[src/rtl/fetch_sequencer.sv]
// fetch_sequencer
//   Instruction-fetch controller for the 16-word program ROM. It owns the
//   4-bit PC and latches each ROM word into the instruction register. It then
//   offers the word to execute over a valid/ready handshake. jmp (1000) and
//   br (1100) are resolved here, so execute never writes the PC.
//
//   Optional feature macro: FETCH_STEP_EN
//     defined   -> PAUSE state is live. run/step gate fetching, and the block
//                  leaves reset paused.
//     undefined -> run/step are ignored, paused is tied 0, and the FSM loops
//                  FETCH -> ISSUE -> FETCH.
//
// Ports
//   clk       in   system clock, rising edge
//   rst       in   asynchronous active-high reset
//   run       in   level: 1 = free-running fetch (debug build only)
//   step      in   single-step request, edge-detected (debug build only)
//   rom_addr  out  ROM word address, always equal to pc
//   rom_data  in   ROM word, combinational from rom_addr
//   ir        out  latched instruction presented to decode
//   ir_valid  out  ir holds an instruction not yet accepted
//   ex_ready  in   execute accepts ir this cycle
//   zero      in   execute zero flag, used only when a br is accepted
//   pc        out  address of the instruction in ir / next fetch address
//   paused    out  FSM is in PAUSE
module fetch_sequencer (
    input  logic        clk,
    input  logic        rst,
    input  logic        run,
    input  logic        step,
    output logic [3:0]  rom_addr,
    input  logic [15:0] rom_data,
    output logic [15:0] ir,
    output logic        ir_valid,
    input  logic        ex_ready,
    input  logic        zero,
    output logic [3:0]  pc,
    output logic        paused
);

    typedef enum logic [1:0] {PAUSE, FETCH, ISSUE} state_t;

    localparam logic [3:0] OP_JMP = 4'b1000;
    localparam logic [3:0] OP_BR  = 4'b1100;

    state_t     state;
    logic [3:0] next_pc;
    logic       accept;

    // ir_valid is only ever high in ISSUE, so this is the handshake edge.
    assign accept   = ir_valid & ex_ready;
    assign rom_addr = pc;

    // Redirect target comes straight from the held instruction. The target is
    // then fetched on the cycle right after accept, so there is no bubble.
    always_comb begin
        next_pc = pc + 4'd1;
        if (ir[15:12] == OP_JMP)
            next_pc = ir[11:8];
        else if (ir[15:12] == OP_BR && zero)
            next_pc = ir[11:8];
    end

`ifdef FETCH_STEP_EN
    localparam state_t RESET_STATE = PAUSE;
    logic step_q;
    logic resume;
    logic free_run;

    // Only a fresh 0->1 of step counts. A held step does not re-trigger, and
    // an edge seen outside PAUSE is dropped because step_q tracks every cycle.
    assign resume   = run | (step & ~step_q);
    assign free_run = run;
    assign paused   = (state == PAUSE);
`else
    localparam state_t RESET_STATE = FETCH;
    logic unused_dbg;
    logic free_run;

    assign unused_dbg = run ^ step;
    assign free_run   = 1'b1;
    assign paused     = 1'b0;
`endif

    always_ff @(posedge clk or posedge rst) begin
        if (rst) begin
            state    <= RESET_STATE;
            pc       <= 4'd0;
            ir       <= 16'h0000;
            ir_valid <= 1'b0;
`ifdef FETCH_STEP_EN
            step_q   <= 1'b0;
`endif
        end else begin
`ifdef FETCH_STEP_EN
            step_q <= step;
`endif
            case (state)
                FETCH: begin
                    ir       <= rom_data;
                    ir_valid <= 1'b1;
                    state    <= ISSUE;
                end
                ISSUE: begin
                    if (accept) begin
                        ir_valid <= 1'b0;
                        pc       <= next_pc;
                        state    <= free_run ? FETCH : PAUSE;
                    end
                end
`ifdef FETCH_STEP_EN
                PAUSE: begin
                    if (resume)
                        state <= FETCH;
                end
`endif
                default: state <= FETCH;
            endcase
        end
    end

endmodule
[config.mk]
export PLATFORM = sky130hd
export DESIGN_NAME = fetch_sequencer
export DESIGN_NICKNAME = d
export VERILOG_FILES = /design/src/rtl/fetch_sequencer.sv
export SDC_FILE = /design/constraint.sdc
export NUM_CORES = 1
export LEC_CHECK = 0
export ABC_AREA = 1
export CAP_MARGIN = 20
export CORE_UTILIZATION = 40
export CTS_CLUSTER_SIZE = 14
export DETAILED_ROUTE_END_ITERATION = 7
export GPL_TIMING_DRIVEN = 0
export PLACE_DENSITY = 0.74
export SLEW_MARGIN = 20
export SYNTH_ARGS = -nofsm -noshare
export SYNTH_HDL_FRONTEND = slang
export SYNTH_SLANG_ARGS = --single-unit
[constraint.sdc]
create_clock -name clk -period 1.4 [get_ports clk]
set_clock_uncertainty 0.1 [all_clocks]
set_input_delay 0.28 -clock clk [delete_from_list [all_inputs] [get_ports clk]]
set_output_delay 0.28 -clock clk [all_outputs]
set_load 0.01 [all_outputs]
# After elaboration in Yosys (flattened, before gate mapping)
# Cells that the tools add are included.
dict set report op_classes {
  n_addsub 1
  eq_ne 5
  n_mux 6
  bitwise_logic 1
  n_reduce_logical 4
}
# operator count
set ops {}
lappend ops {{$eq A4 B4 Y1 const B} 2}
lappend ops {{$mux W4} 2}
lappend ops {{$add A4 B1 Y4 const B} 1}
lappend ops {{$pmux W2 S2} 1}
lappend ops {{$reduce_and A2 Y1} 2}
lappend ops {{$eq A2 B1 Y1 const B} 1}
lappend ops {{$eq A2 B2 Y1 const B} 1}
lappend ops {{$mux W2} 1}
lappend ops {{$ne A2 B2 Y1 const B} 1}
lappend ops {{$pmux W1 S2} 1}
lappend ops {{$reduce_bool A2 Y1} 1}
lappend ops {{$and A1 B1 Y1} 1}
lappend ops {{$logic_and A1 B1 Y1} 1}
lappend ops {{$mux W1} 1}
dict set report totals {
  register_bits 23
  inputBits 22
  output_inout_bits 26
  elab_cells 21
}

# Longest topological paths before layout
# Gate-level depths: netlist of the first run.
dict set report logic_depth {
  ltp_word 4
  depth_mapped 6
  depth_no_buf 6
}

# Worst setup path after synthesis of the first run
# OpenSTA, ideal clock, no wires.
dict set report synth_path {
  path_type {register to register}
  start {reg pc[0]}
  end {reg pc[2]}
  setup_ps 117
  arrival_ps 973
  t_required_ps 1183
  path_slack_ps 210
  stages_incl_launch_ff 6
  n_path_buf 0
  synth_period_minus_slack_ps 1190
  path_cell_list {dfrtp_1 > ha_1 > xnor2_1 > nand2_1 > nand3_1 > nand2_1}
}
dict set report synth_between {
  elab_chain_cells 3
}
# item line_no
set synth_rtl {}
lappend synth_rtl {{from (decl)} 37} ;# output logic [3:0] pc,
lappend synth_rtl {{from (signal assigned)} 107} ;# pc <= next_pc;
lappend synth_rtl {{$add A4 B1 Y4} 57} ;# next_pc = pc + 4'd1;
lappend synth_rtl {{$mux W4} 60} ;# else if (ir[15:12] == OP_BR && zero)
lappend synth_rtl {{$mux W4} 58} ;# if (ir[15:12] == OP_JMP)
# Every way passes these cells.
# A chain may end at the register's enable or synchronous reset.

# Final worst setup path of the first run
dict set report layout_path {
  start {reg ir[9]}
  end {out ir[9]}
}
# item line_no
set layout_rtl {}
lappend layout_rtl {{from (decl)} 33} ;# output logic [15:0] ir,
lappend layout_rtl {{from (signal assigned)} 100} ;# ir <= rom_data;
# No word-level cell between the ends.

==> impl_metrics.json, run 1 <==
{
  "syn-num-nets": 147,
  "tns_ns": 0,
  "combPwrFrac_pct": 57.6,
  "die_y_microns": 53.4,
  "synth_area_per_cell_sq_um": 8.51,
  "start_util_pct": 42.6,
  "synth.cell_area_sq_um": 1050,
  "fin_crit_sh_pct": 97.7,
  "worst_pin_slew_ns": 0.858,
  "io_buffer_count": 44,
  "num_io_pins": 48,
  "vdd_drop_max_uv": 1300,
  "critPathRequiredTime_ns": 1.02,
  "grt_pass1_wl_mm": 3.86,
  "cts_buffer_depth": 2,
  "drv_cap": 0,
  "cts-htree-levels": 1,
  "ys_top_cells_by_area": "dfrtp_1, nand2_1, inv_1",
  "startpoint_type": "flip-flop",
  "routed_via_density": 4.50,
  "netlist_top_cells_count": "nand2_1, dfrtp_1, inv_1, nand3_1, o21ai_0",
  "crit_chain": "dlygate4sd2_1",
  "p_int_mw": 2.16,
  "swShare_pct": 39.9,
  "max_freq_mhz": 731,
  "crit_type": "flip-flop to output pin",
  "async_flop_share_pct": 100,
  "rows": 18,
  "p_sw_mw": 1.43,
  "grt_pass1_vias": 946,
  "cp_num_buf_inv": 1,
  "ys_types": 18,
  "setup_ws_ns": 0.0320,
  "place_hpwl_mm": 1.77,
  "core_region_area_sq_um": 2480,
  "first_iter_violations": 11,
  "drv_slew": 0,
  "clkPwrFrac_pct": 8.5,
  "cts_made_buffers": 3,
  "fill_cells": 226,
  "clk_pin_slew_ns": 0.13,
  "hp-class": "input port to asynchronous set/reset pin",
  "fp.dieArea_sq_um": 2850,
  "dominantRegCellSynth": "dfrtp_1",
  "vias": 958,
  "antenna_found_initial": 0,
  "layout_min_cycle_time_ns": 1.37,
  "clock_latency_ns": 0.31,
  "cpMaxStageDelayCell": "dfrtp_1",
  "end_kind": "output pin",
  "slew_headroom_pct": 42.8,
  "whs_ns": 0.333,
  "crit_family": "flip-flops",
  "gp_congestion": 0.780,
  "die_w_microns": 53.4,
  "critical_path.max_fanout": 2,
  "yosys.area.top_type": "dfrtp_1",
  "leakage_nw": 0.847,
  "grt_max_degree": 24,
  "finalWirelength_mm": 2.42,
  "cts_tree": "built",
  "arrival_ns": 0.99,
  "antennaDiodeCount": 0,
  "p_seq_share_pct": 34.0,
  "fin_util_pct": 66.6,
  "rsz0062_at_grt": "true",
  "netlist_instances": 124,
  "numClockSinks": 23,
  "routedWlPerCell_microns": 11.4,
  "outcome": "complete, no violations",
  "finalHoldViolations": 0,
  "yosys_warnings": 0,
  "power.density_nw_per_um2": 2180,
  "slowest_delay_ns": 0.40,
  "fin_nets": 207,
  "setup_viol_count_final": 0,
  "gr-total-overflow": 0,
  "final_layout_size_suffix_gt1_share_pct": 21.9,
  "drc": 0,
  "area_delta_synth_final_pct": 56.5,
  "synth_edf_count": 0,
  "first_pass_iters": 4,
  "yosysMostFrequentCell": "nand2_1",
  "ys_seq_area_share_pct": 54.7,
  "ys_ff_latch": 23,
  "postRouteAntennaNets": 0,
  "dp_slack_ns": -0.131,
  "cts_root_buf": "clkbuf_4",
  "synth_top_area_share_pct": 52.2,
  "gr-usage-all-layers_pct": 19.5
}
state kept, by name, indices dropped and copies added, names as in the netlist:
| signal | flops |
|---|---|
| state | 2 |
| ir | 16 |
| ir_valid | 1 |
| pc | 4 |
cell families (layout without fill, tap and decap cells):
logic type | Yosys count | after routing | share of synthesized area, %
AOI/OAI and AO/OA | 7 | 7 | 3.32
xor gates and xnor gates | 1 | 1 | 0.831
adders and majority gates | 1 | 1 | 1.19
buffers and inverters | 22 | 81 | 11.0
DFF | 23 | 23 | 54.7
other | 1 | 1 | 0.356
and+or+nand+nor | 69 | 69 | 28.6
metal layers:
metal  vias up  GRT usage [%]  wire, microns
met5         -              0              0
met4         0           9.65             52
li1        491              -              -
met3         6           5.75            221
met2        41           33.8           1210
met1       420           21.2            935
path summary, 6_finish.rpt:
kind	from	endpoint	slack [ns]	cells past startpoint
min	rst	ir[0]$_DFFE_PP0P_	0.33	2
min in group clk	ir[4]$_DFFE_PP0P_	ir[4]$_DFFE_PP0P_	0.39	2
max reg2reg	ir[12]$_DFFE_PP0P_	pc[0]$_DFFE_PP0P_	0.09	6
max in group asynchronous	rst	pc[2]$_DFFE_PP0P_	0.28	2
max	ir[9]$_DFFE_PP0P_	ir[9]	0.03	1
min reg2reg	ir[4]$_DFFE_PP0P_	ir[4]$_DFFE_PP0P_	0.39	2
layout make-up:
type | instances | area, sq um | share of cell area [%]
Clock buffer | 4 | 26.3 | 1.59
Sequential cell | 23 | 579 | 35.1
Buffer | 5 | 52.6 | 3.18
Tap cell | 30 | 37.5 | 2.27
Inverter | 15 | 56.3 | 3.41
Multi-Input combinational cell | 79 | 369 | 22.4
Timing Repair Buffer | 57 | 529 | 32.1
cell usage in the layout (no fill, tap or decap), drive strengths merged:
cell type and n:
clkdlybuf4s50 19, clkdlybuf4s15 16, nor3 1, dfrtp 22, buf 22, nand4 5
nand3 6, nor2 5, dlygate4sd2 2, o21ai 6, conb 1, clkbuf 7
inv 15, a21oi 1, dfstp 1, nand2 52, xnor2 1, ha 1
power by group through the flow:
stage | Clock (mW) | Combinational (mW) | Sequential [mW]
4_1_cts | 0.311 | 1.96 | 1.21
3_3_place_gp | 0 | 1.86 | 1.25
5_1_grt | 0.345 | 2.30 | 1.25
3_5_place_dp | 0 | 1.92 | 1.27
6_report | 0.304 | 2.07 | 1.22
2_1_floorplan | 0 | 0.879 | 1.38
stage by stage:
step / cell area (sq um) / power, mW / cells
CTS: 1610 / 3.48 / 211
global route: 1650 / 3.89 / 213
global placement: 1530 / 3.11 / 198
detailed placement: 1530 / 3.19 / 198
finish: 1650 / 3.59 / 213
floorplan: 1050 / 2.26 / 124
repair_timing:
action,CTS,global route
setup buffers,10,5
hold buffers,0,0
gates resized for setup,43,27
endpoints found under the setup margin,25,28
pin swaps,0,1
(Power assumes the default switching activity.)
==> inputs of run 2 (changes only) <==
--- a/config.mk
+++ b/config.mk
@@ -7,11 +7,13 @@
 export LEC_CHECK = 0
 export ABC_AREA = 1
 export CAP_MARGIN = 20
-export CORE_UTILIZATION = 40
+export CELL_PAD_IN_SITES_DETAIL_PLACEMENT = 0
+export CELL_PAD_IN_SITES_GLOBAL_PLACEMENT = 1
+export CORE_UTILIZATION = 28
 export CTS_CLUSTER_SIZE = 14
 export DETAILED_ROUTE_END_ITERATION = 7
 export GPL_TIMING_DRIVEN = 0
-export PLACE_DENSITY = 0.74
+export PLACE_DENSITY = 0.73
 export SLEW_MARGIN = 20
 export SYNTH_ARGS = -nofsm -noshare
 export SYNTH_HDL_FRONTEND = slang
==> run 2 against run 1 <==
  * Largest power group unchanged
  * Hold slack got worse by 0.048 ns
  * Final cell count rose by 5.6%
  * Largest cell class is now registers
  * Critical path type unchanged
  * Clock power rose by 34%
  * Fmax increased by 0.99%
  * Clock-buffer cell count down 1
==> impl_metrics.json, run 2 (same netlist as run 1, synthesis figures left out) <==
{
  "outcome": "complete, no violations",
  "fin_nets": 203,
  "crit_family": "flip-flops",
  "antennaDiodeCount": 0,
  "start_util_pct": 30.4,
  "num_io_pins": 48,
  "dpl.cell_count": 214,
  "cts_buffer_depth": 2,
  "hp-class": "input port to asynchronous set/reset pin",
  "routed_via_density": 4.31,
  "end_kind": "output pin",
  "io_buffer_count": 44,
  "top_regs": "ir: 16 flops, pc: 4 flops, state: 2 flops",
  "vdd_drop_max_uv": 743,
  "setup_viol_count_final": 0,
  "fin_crit_sh_pct": 96.8,
  "grt_pass1_vias": 986,
  "drc": 0,
  "final_common_cell": "nand2_1",
  "gr-total-overflow": 0,
  "cp_num_buf_inv": 1,
  "crit_type": "flip-flop to output pin",
  "worst_pin_slew_ns": 0.507,
  "grt_max_degree": 24,
  "max_freq_mhz": 738,
  "first_pass_iters": 4,
  "gr-usage-all-layers_pct": 12.7,
  "cts_root_buf": "clkbuf_8",
  "numClockSinks": 23,
  "die_w_microns": 63.4,
  "rsz0062_at_grt": "false",
  "die_y_microns": 63.4,
  "cts-htree-levels": 1,
  "post_dp_cell_area_sq_um": 1550,
  "largest_reg_flops": 16,
  "core_region_area_sq_um": 3470,
  "rows": 21,
  "crit_chain": "dlygate4sd2_1",
  "clock_latency_ns": 0.26,
  "cts_tree": "built",
  "cts_made_buffers": 3,
  "drv_slew": 0,
  "place_hpwl_mm": 1.78,
  "fp.dieArea_sq_um": 4020,
  "grt_pass1_wl_mm": 4.05,
  "cpMaxStageDelayCell": "dfrtp_2",
  "finalHoldViolations": 0,
  "slew_headroom_pct": 66.2,
  "startpoint_type": "flip-flop",
  "max_flop_register": "ir",
  "final_cells": 225,
  "leakage_nw": 0.857,
  "area_delta_synth_final_pct": 54.9,
  "stdcell_area_sq_um": 1630,
  "clk_pin_slew_ns": 0.08,
  "vias": 970,
  "postRouteAntennaNets": 0,
  "routedWlPerCell_microns": 10.5,
  "antenna_found_initial": 0,
  "finalWirelength_mm": 2.37,
  "slowest_delay_ns": 0.43,
  "layout_min_cycle_time_ns": 1.35,
  "final_layout_size_suffix_gt1_share_pct": 18.4,
  "critical_path.max_fanout": 3,
  "critPathRequiredTime_ns": 1.02,
  "power.density_nw_per_um2": 2150,
  "arrival_ns": 0.97,
  "layout_common_cells": "nand2_1, dlygate4sd2_1, dfrtp_1",
  "gp_congestion": 0.697,
  "drv_cap": 0,
  "first_iter_violations": 17,
  "whs_ns": 0.285
}
==> run 2: cell types whose count changed in the layout (fill, tap and decap cells not counted), sizes merged <==
cell           delta
dlygate4sd2      +19
clkdlybuf4s15    -16
buf               -4
inv               -1
clkinvlp          +1
clkinv            +1
clkbuf            -4
==> run 2: metrics by stage <==
step | util, % | setup TNS, ns | power [mW] | setup slack, ns
2_1_floorplan | - | 0 | 2.26 | 0.210
3_3_place_gp | 44.8 | -3.09 | 3.14 | -0.115
3_5_place_dp | 44.8 | -3.63 | 3.20 | -0.135
4_1_cts | 47.0 | 0 | 3.57 | 0.0338
5_1_grt | 47.1 | 0 | 3.82 | 0.00426
6_report | 47.1 | 0 | 3.51 | 0.0454
==> run 2: cell type report <==
cell class / instances / area [sq um]
clock buffers: 3 / 41.3
multi-input cells: 79 / 362
repair buffers: 53 / 484
flip-flops and latches: 23 / 579
clock inverters: 1 / 5.00
inverters: 15 / 60.1
well taps: 46 / 57.6
plain buffers: 5 / 45.0
fillers: 368 / 1830
==> run 2: report_power, final <==
| part | total (mW) | switching [mW] | internal [mW] |
|---|---|---|---|
| sequential | 1.21 | 0.202 | 1.01 |
| combinational | 1.89 | 0.980 | 0.911 |
| clock | 0.408 | 0.210 | 0.198 |
| total | 3.51 | 1.39 | 2.12 |
==> run 2: metal layers <==
layer	part of all wire (%)	wire length (microns)	track usage [%]	vias up
met5	0	0	0	-
met4	0.42	10	4.26	0
met3	9.0	213	4.35	2
met2	46	1090	21.3	42
met1	45	1060	14.9	441
li1	-	-	-	485
==> run 2: what timing repair did <==
item,4_1_cts,5_1_grt
setup endpoints to repair,25,2
gates resized for setup,41,1
setup buffers,9,0
hold buffers,0,0
==> run 2: path summary, 6_finish.rpt <==
kind / from / to / slack [ns] / cells past startpoint
hold / removal: rst / ir[0]$_DFFE_PP0P_ / 0.29 / 2
setup reg to reg: pc[2]$_DFFE_PP0P_ / pc[3]$_DFFE_PP0P_ / 0.07 / 9
setup / recovery: pc[0]$_DFFE_PP0P_ / pc[0] / 0.05 / 1
hold reg to reg: ir[6]$_DFFE_PP0P_ / ir[6]$_DFFE_PP0P_ / 0.38 / 2
max in group asynchronous: rst / state[0]$_DFFE_PP1P_ / 0.59 / 2
min in group clk: ir[6]$_DFFE_PP0P_ / ir[6]$_DFFE_PP0P_ / 0.38 / 2
==> inputs of run 3 (changes only) <==
--- a/config.mk
+++ b/config.mk
@@ -9,11 +9,14 @@
 export CAP_MARGIN = 20
 export CELL_PAD_IN_SITES_DETAIL_PLACEMENT = 0
 export CELL_PAD_IN_SITES_GLOBAL_PLACEMENT = 1
-export CORE_UTILIZATION = 28
+export CORE_UTILIZATION = 42
 export CTS_CLUSTER_SIZE = 14
 export DETAILED_ROUTE_END_ITERATION = 7
+export DONT_BUFFER_PORTS = 1
+export GPL_ROUTABILITY_DRIVEN = 0
 export GPL_TIMING_DRIVEN = 0
-export PLACE_DENSITY = 0.73
+export MAX_ROUTING_LAYER = met4
+export PLACE_DENSITY = 0.71
 export SLEW_MARGIN = 20
 export SYNTH_ARGS = -nofsm -noshare
 export SYNTH_HDL_FRONTEND = slang
==> run 3 against run 2 <==
  * Non-clock buffer count fell by 32
  * Critical endpoint is now rom_addr[2]
  * Register-to-register slack improved by 0.05 ns
  * Fmax fell by 0.85%
  * Largest cell class unchanged
==> impl_metrics.json, run 3 (same netlist as run 1, synthesis figures left out) <==
{
  "outcome": "complete, no violations",
  "drv_cap": 0,
  "die_y_microns": 52.1,
  "cts_root_buf": "clkbuf_4",
  "worst_pin_slew_ns": 0.866,
  "first_pass_iters": 4,
  "max_flop_register": "ir",
  "cpMaxStageDelayCell": "dfrtp_1",
  "drv_slew": 0,
  "p_int_mw": 1.59,
  "crit_chain": "buf_4",
  "place_hpwl_mm": 1.41,
  "core_region_area_sq_um": 2300,
  "grt_max_degree": 24,
  "antenna_found_initial": 0,
  "startpoint_type": "flip-flop",
  "largest_reg_flops": 16,
  "clock_latency_ns": 0.29,
  "finalHoldViolations": 0,
  "rows": 17,
  "max_freq_mhz": 732,
  "stdcell_area_sq_um": 1310,
  "area_delta_synth_final_pct": 23.8,
  "hp-class": "input port to flip-flop",
  "p_sw_mw": 1.26,
  "antennaDiodeCount": 0,
  "clk_pin_slew_ns": 0.12,
  "power.density_nw_per_um2": 2180,
  "p_seq_share_pct": 50.4,
  "slowest_delay_ns": 0.51,
  "grt_pass1_wl_mm": 3.61,
  "cts_tree": "built",
  "layout_common_cells": "nand2_1, dfrtp_1, dlygate4sd3_1",
  "die_w_microns": 52.1,
  "swShare_pct": 44.2,
  "gr-usage-all-layers_pct": 18.6,
  "fin_crit_sh_pct": 97.6,
  "cp_num_buf_inv": 1,
  "crit_type": "flip-flop to output pin",
  "leakage_nw": 0.678,
  "final_common_cell": "nand2_1",
  "fin_util_pct": 56.9,
  "routedWlPerCell_microns": 11.6,
  "rsz0062_at_grt": "true",
  "fin_nets": 171,
  "start_util_pct": 45.9,
  "critPathRequiredTime_ns": 1.02,
  "cts-htree-levels": 1,
  "io_buffer_count": 0,
  "final_cells": 175,
  "cts_buffer_depth": 2,
  "top_regs": "ir: 16 flops, pc: 4 flops, state: 2 flops",
  "setup_viol_count_final": 0,
  "final_layout_size_suffix_gt1_share_pct": 13.6,
  "vdd_drop_max_uv": 1200,
  "vias": 844,
  "grt_pass1_vias": 844,
  "num_io_pins": 48,
  "fill_cells": 224,
  "routed_via_density": 4.82,
  "gr-total-overflow": 0,
  "fp.dieArea_sq_um": 2720,
  "end_kind": "output pin",
  "post_dp_cell_area_sq_um": 1090,
  "layout_min_cycle_time_ns": 1.37,
  "crit_family": "flip-flops",
  "critical_path.max_fanout": 6,
  "drc": 0,
  "postRouteAntennaNets": 0,
  "slew_headroom_pct": 42.2,
  "combPwrFrac_pct": 39.4,
  "cts_made_buffers": 3,
  "arrival_ns": 0.99,
  "finalWirelength_mm": 2.03,
  "first_iter_violations": 14,
  "clkPwrFrac_pct": 10.3,
  "dpl.cell_count": 152,
  "numClockSinks": 23
}
==> run 3: cell types whose count changed in the layout (fill, tap and decap cells not counted), moves of 4 or more <==
cell / delta
buf_4: -4
dlygate4sd2_1: -21
buf_6: -4
dlygate4sd3_1: +17
clkdlybuf4s50_1: -19
==> run 3: cell type report <==
| class | instances | area [sq um] | area share [%] |
|---|---|---|---|
| multi-input combinational | 79 | 367 | 28.1 |
| inverter | 15 | 56.3 | 4.31 |
| clock buffer | 4 | 26.3 | 2.01 |
| timing repair buffer | 19 | 185 | 14.2 |
| sequential | 23 | 577 | 44.2 |
| tap | 28 | 35.0 | 2.68 |
| buffer | 7 | 60.1 | 4.60 |
==> run 3: path summary, 6_finish.rpt <==
path / slack, ns / depth (start not counted) / start / to
min reg2reg: 0.46 / 2 / ir[2]$_DFFE_PP0P_ / ir[2]$_DFFE_PP0P_
max reg2reg: 0.12 / 5 / pc[0]$_DFFE_PP0P_ / pc[2]$_DFFE_PP0P_
max in group asynchronous: 0.18 / 2 / rst / ir[11]$_DFFE_PP0P_
max: 0.03 / 1 / pc[2]$_DFFE_PP0P_ / rom_addr[2]
min: 0.08 / 2 / ex_ready / state[0]$_DFFE_PP1P_
min in group asynchronous: 0.49 / 2 / rst / state[1]$_DFFE_PP0P_
==> run 3: what timing repair did <==
item	CTS	global route
resized for setup	0	1
endpoints found under the hold margin	38	0
setup endpoints to repair	0	7
setup buffers	0	2
hold buffers	17	0
==> run 3: per-stage QoR <==
stage / hold slack (ns) / setup TNS, ns / worst slack, ns / power (mW)
3_5_place_dp: 0.302 / 0 / 0.108 / 2.49
5_1_grt: 0.0804 / -0.101 / -0.0404 / 3.17
4_1_cts: 0.0781 / 0 / 0.00390 / 2.83
2_1_floorplan: 0.181 / 0 / 0.210 / 2.26
6_report: 0.0829 / 0 / 0.0339 / 2.85
3_3_place_gp: 0.298 / 0 / 0.146 / 2.45
==> run 3: metal layers <==
metal  wire [microns]  up-vias  track usage, %
met4               16        0            6.76
met2             1020       29            30.1
li1                 -      423               -
met1              867      390            23.0
met3              124        2            3.51
met5                0        -               -
==> run 3: power groups by stage <==
stage / Clock [mW] / Sequential [mW] / Combinational (mW)
after CTS: 0.315 / 1.44 / 1.08
final: 0.292 / 1.44 / 1.12
after detailed placement: 0 / 1.45 / 1.04
after global placement: 0 / 1.44 / 1.01
after global routing: 0.336 / 1.49 / 1.34
after floorplan: 0 / 1.38 / 0.879
==> patch 1: new RTL, settings of run 3 <==
The option `FETCH_STEP_EN` is turned on by a define.
--- a/src/rtl/fetch_sequencer.sv
+++ b/src/rtl/fetch_sequencer.sv
@@ -23,6 +23,8 @@
 //   zero      in   execute zero flag, used only when a br is accepted
 //   pc        out  address of the instruction in ir / next fetch address
 //   paused    out  FSM is in PAUSE
+`define FETCH_STEP_EN
+
 module fetch_sequencer (
     input  logic        clk,
     input  logic        rst,
Formal check against the unedited RTL: not equivalent (Yosys sat finds a counterexample within 4 cycles, from zero or initial values and one cycle with rst high).
==> patch 1 against run 3 <==
  * Die area rose by 2.2%
  * Area after synthesis rose by 2.3%
  * Wire length rose by 4.6%
  * Global-route usage decreased by 1.8 points
  * Critical path type is now reg2reg
  * Power up 5.8%
  * Design area rose by 0.57%
  * Combinational power grew 5%
  * Highest routed layer unchanged
  * Maximum frequency increased by 0.77%
  * Via count decreased by 10%
  * Worst setup slack gained 0.011 ns
  * Sequential cell count increased by 1
  * Sequential share of layout area rose by 1.8 points
==> patch 1: results <==
export IMPL_cts_sinks=24
export IMPL_die_x_um=52.7
export IMPL_viasPerCell=5.03
export IMPL_crit_arrival_ns=1.46
export IMPL_fmax_mhz=738
export IMPL_syn_nets=127
export IMPL_p_seq_share_pct=49.2
export IMPL_inverters=12
export IMPL_drt_initial_drc_count=7
export IMPL_p_leak_nw=0.639
export IMPL_place_ws_ns=0.0529
export IMPL_drive_gt1_share_pct=25.2
export IMPL_whs_ns=0.0174
export IMPL_worst_slew_pin_transition_ns=0.519
export IMPL_hold_buffers=6
export IMPL_bufAreaShareNonClock_pct=14.6
export IMPL_reg2reg_depth=3
export IMPL_status="finished clean"
export IMPL_final_util_pct=56.7
export IMPL_switching_share_pct=40.6
export IMPL_synth_area_leaders="dfrtp_1 (56%), mux2_4 (8.4%), nand2_1 (6.3%)"
export IMPL_syn_inst=104
export IMPL_place_area_mm2=0.00111
export IMPL_grt_pass1_vias=745
export IMPL_critPathMaxStageDelay_ns=0.48
export IMPL_track_usage_pct=16.8
==> patch 1: cell types whose count changed after synthesis, sizes merged, moves of 2 or more <==
| cell | delta |
|---|---|
| a21oi | +6 |
| o21ai | -6 |
| inv | -3 |
| dfrtp | +2 |
| nand2 | -33 |
| nor2 | +5 |
| mux2 | +10 |
==> patch 1: kinds of logic (layout without fill, tap and decap cells) <==
group                      after synthesis  after routing  synth area share (%)
muxes                                   10             10                  12.5
DFF                                     24             24                  55.7
buffers and inverters                   18             37                  8.47
and+or+nand+nor                         43             43                  18.1
xor gates and xnor gates                 1              1                 0.812
AOI/OAI and AO/OA                        7              7                  3.25
adders and majority gates                1              1                  1.16
==> patch 1: layer usage <==
| metal | track usage, % | up-vias | share of wire [%] |
|---|---|---|---|
| met3 | 4.64 | 2 | 5.6 |
| met2 | 28.5 | 23 | 52 |
| met5 | - | - | 0 |
| met4 | 6.58 | 0 | 0.57 |
| li1 | - | 376 | - |
| met1 | 18.6 | 359 | 42 |
==> patch 2: new RTL, settings of run 3 <==
Made on the original files. Make the reset (`rst`) synchronous in one clocked block. Comments in the files are not updated.
--- a/src/rtl/fetch_sequencer.sv
+++ b/src/rtl/fetch_sequencer.sv
@@ -82,7 +82,7 @@
     assign paused     = 1'b0;
 `endif
 
-    always_ff @(posedge clk or posedge rst) begin
+    always_ff @(posedge clk) begin
         if (rst) begin
             state    <= RESET_STATE;
             pc       <= 4'd0;
Check against the original RTL: differs if rst is asserted again (counterexample within 4 cycles, from zero or initial values and one cycle with rst high); with rst held inactive, the same outputs for 10 cycles.
==> patch 2 against run 3 <==
  * Wire length fell by 6.9%
  * Design area shrank 20%
  * Worst setup slack improved by 0.065 ns
  * Register-to-register slack better by 0.11 ns
  * Non-clock buffer count is 17 lower
  * Core utilization fell by 9.1 points
  * Sequential cell count unchanged
  * Area after synthesis is 7.9% lower
  * Hold slack got worse by 0.057 ns
  * Highest routed layer unchanged
Power is not compared: it rests on default switching activity, and its combinational part moved more than twofold at a synthesized area within 25%.
==> patch 2: results <==
export IMPL_track_usage_pct=18.2
export IMPL_drive_gt1_share_pct=17.4
export IMPL_hpwlAfterDp_um=1410
export IMPL_r2r_start="ir[12]"
export IMPL_worstHoldStart="rst"
export IMPL_grt_first_pass_wirelength_um=3290
export IMPL_drt_wl_total_um=1890
export IMPL_viasPerCell=4.86
export IMPL_syn_nets=150
export IMPL_synth_compound_area_share_pct=12.6
export IMPL_num_nets_final=156
export IMPL_critPathMaxStageDelay_ns=0.46
export IMPL_cp_slowest_cell="dfxtp_1"
export IMPL_ys_seq_area_share_pct=47.4
export IMPL_path_max_fanout=5
export IMPL_areaGrowthSynthToFinish_pct=7.86
export IMPL_crit_arrival_ns=0.92
export IMPL_synth_xor_area_share_pct=0.902
export IMPL_synthArstFlopShare_pct=0
export IMPL_drt_initial_drc_count=10
export IMPL_synth_cell_type_count=22
export IMPL_clock_latency_ns=0.31
export IMPL_status="finished clean"
export IMPL_grt_pass1_vias=768
export IMPL_synth_area_leaders="dfxtp_1 (47%), nor2_1 (12%), o21ai_0 (8.2%)"
export IMPL_synth_common_cells="nor2_1 (31), dfxtp_1 (23), o21ai_0 (16)"
export IMPL_synth_fa_ha_area_share_pct=1.29
export IMPL_syn_inst=127
patch 2: worst min-delay path, stage by stage:
cell and delay, ns:
nor2_2 0.03, nand2_1 0.05, o21ai_1 0.05
patch 2: where the power goes:
group / total, mW / switching (mW) / internal [mW]
Combinational: 0.240 / 0.148 / 0.0926
Sequential: 0.838 / 0.102 / 0.735
Clock: 0.302 / 0.195 / 0.107
Total: 1.38 / 0.445 / 0.935
patch 2: worst paths after layout:
path	end	slack (ns)
setup / recovery	rom_addr[3]	0.1
hold / removal	pc[1]	0.03
setup reg to reg	pc[0]	0.23
hold reg to reg	pc[1]	0.43
patch 2: final cells by class:
cell class | instances | share of cell area, %
buffer | 8 | 5.85
inverter | 13 | 4.90
multi-input combinational | 83 | 38.0
timing repair buffer | 1 | 0.956
clock inverter | 1 | 0.478
sequential | 23 | 44.3
tap | 28 | 3.35
clock buffer | 3 | 2.15
patch 2: stage by stage:
step / hold WS (ns) / setup slack [ns] / area (um^2) / total power [mW] / utilization, %
floorplan: 0.325 / 0.309 / 971 / 1.04 / -
global placement: 0.328 / 0.233 / 1010 / 1.09 / 45.9
detailed placement: 0.339 / 0.204 / 1010 / 1.10 / 45.9
CTS: 0.0154 / 0.00697 / 1040 / 1.41 / 47.6
global route: 0.0158 / 0.0340 / 1050 / 1.48 / 47.8
finish: 0.0255 / 0.0989 / 1050 / 1.38 / 47.8
patch 2: logic make-up after synthesis:
family / count (synthesis)
compound gates: 24
xor+xnor: 1
buf+inv: 21
flops: 23
fa+ha+maj: 1
simple gates: 56
other cells: 1
patch 2: per-layer routing:
layer  share of wire, %  wire [um]  track usage [%]  vias up
met5                  0          0                -        -
met4                1.1         20             8.57        0
met3                8.2        155             5.56        2
met2                 46        873             28.7       30
met1                 44        840             20.8      338
li1                   -          -                -      407
patch 2: repair_timing:
action | CTS | global route
setup endpoints to repair | 0 | 3
gates resized for setup | 0 | 3
hold buffers | 1 | 0
endpoints found under the hold margin | 1 | 0
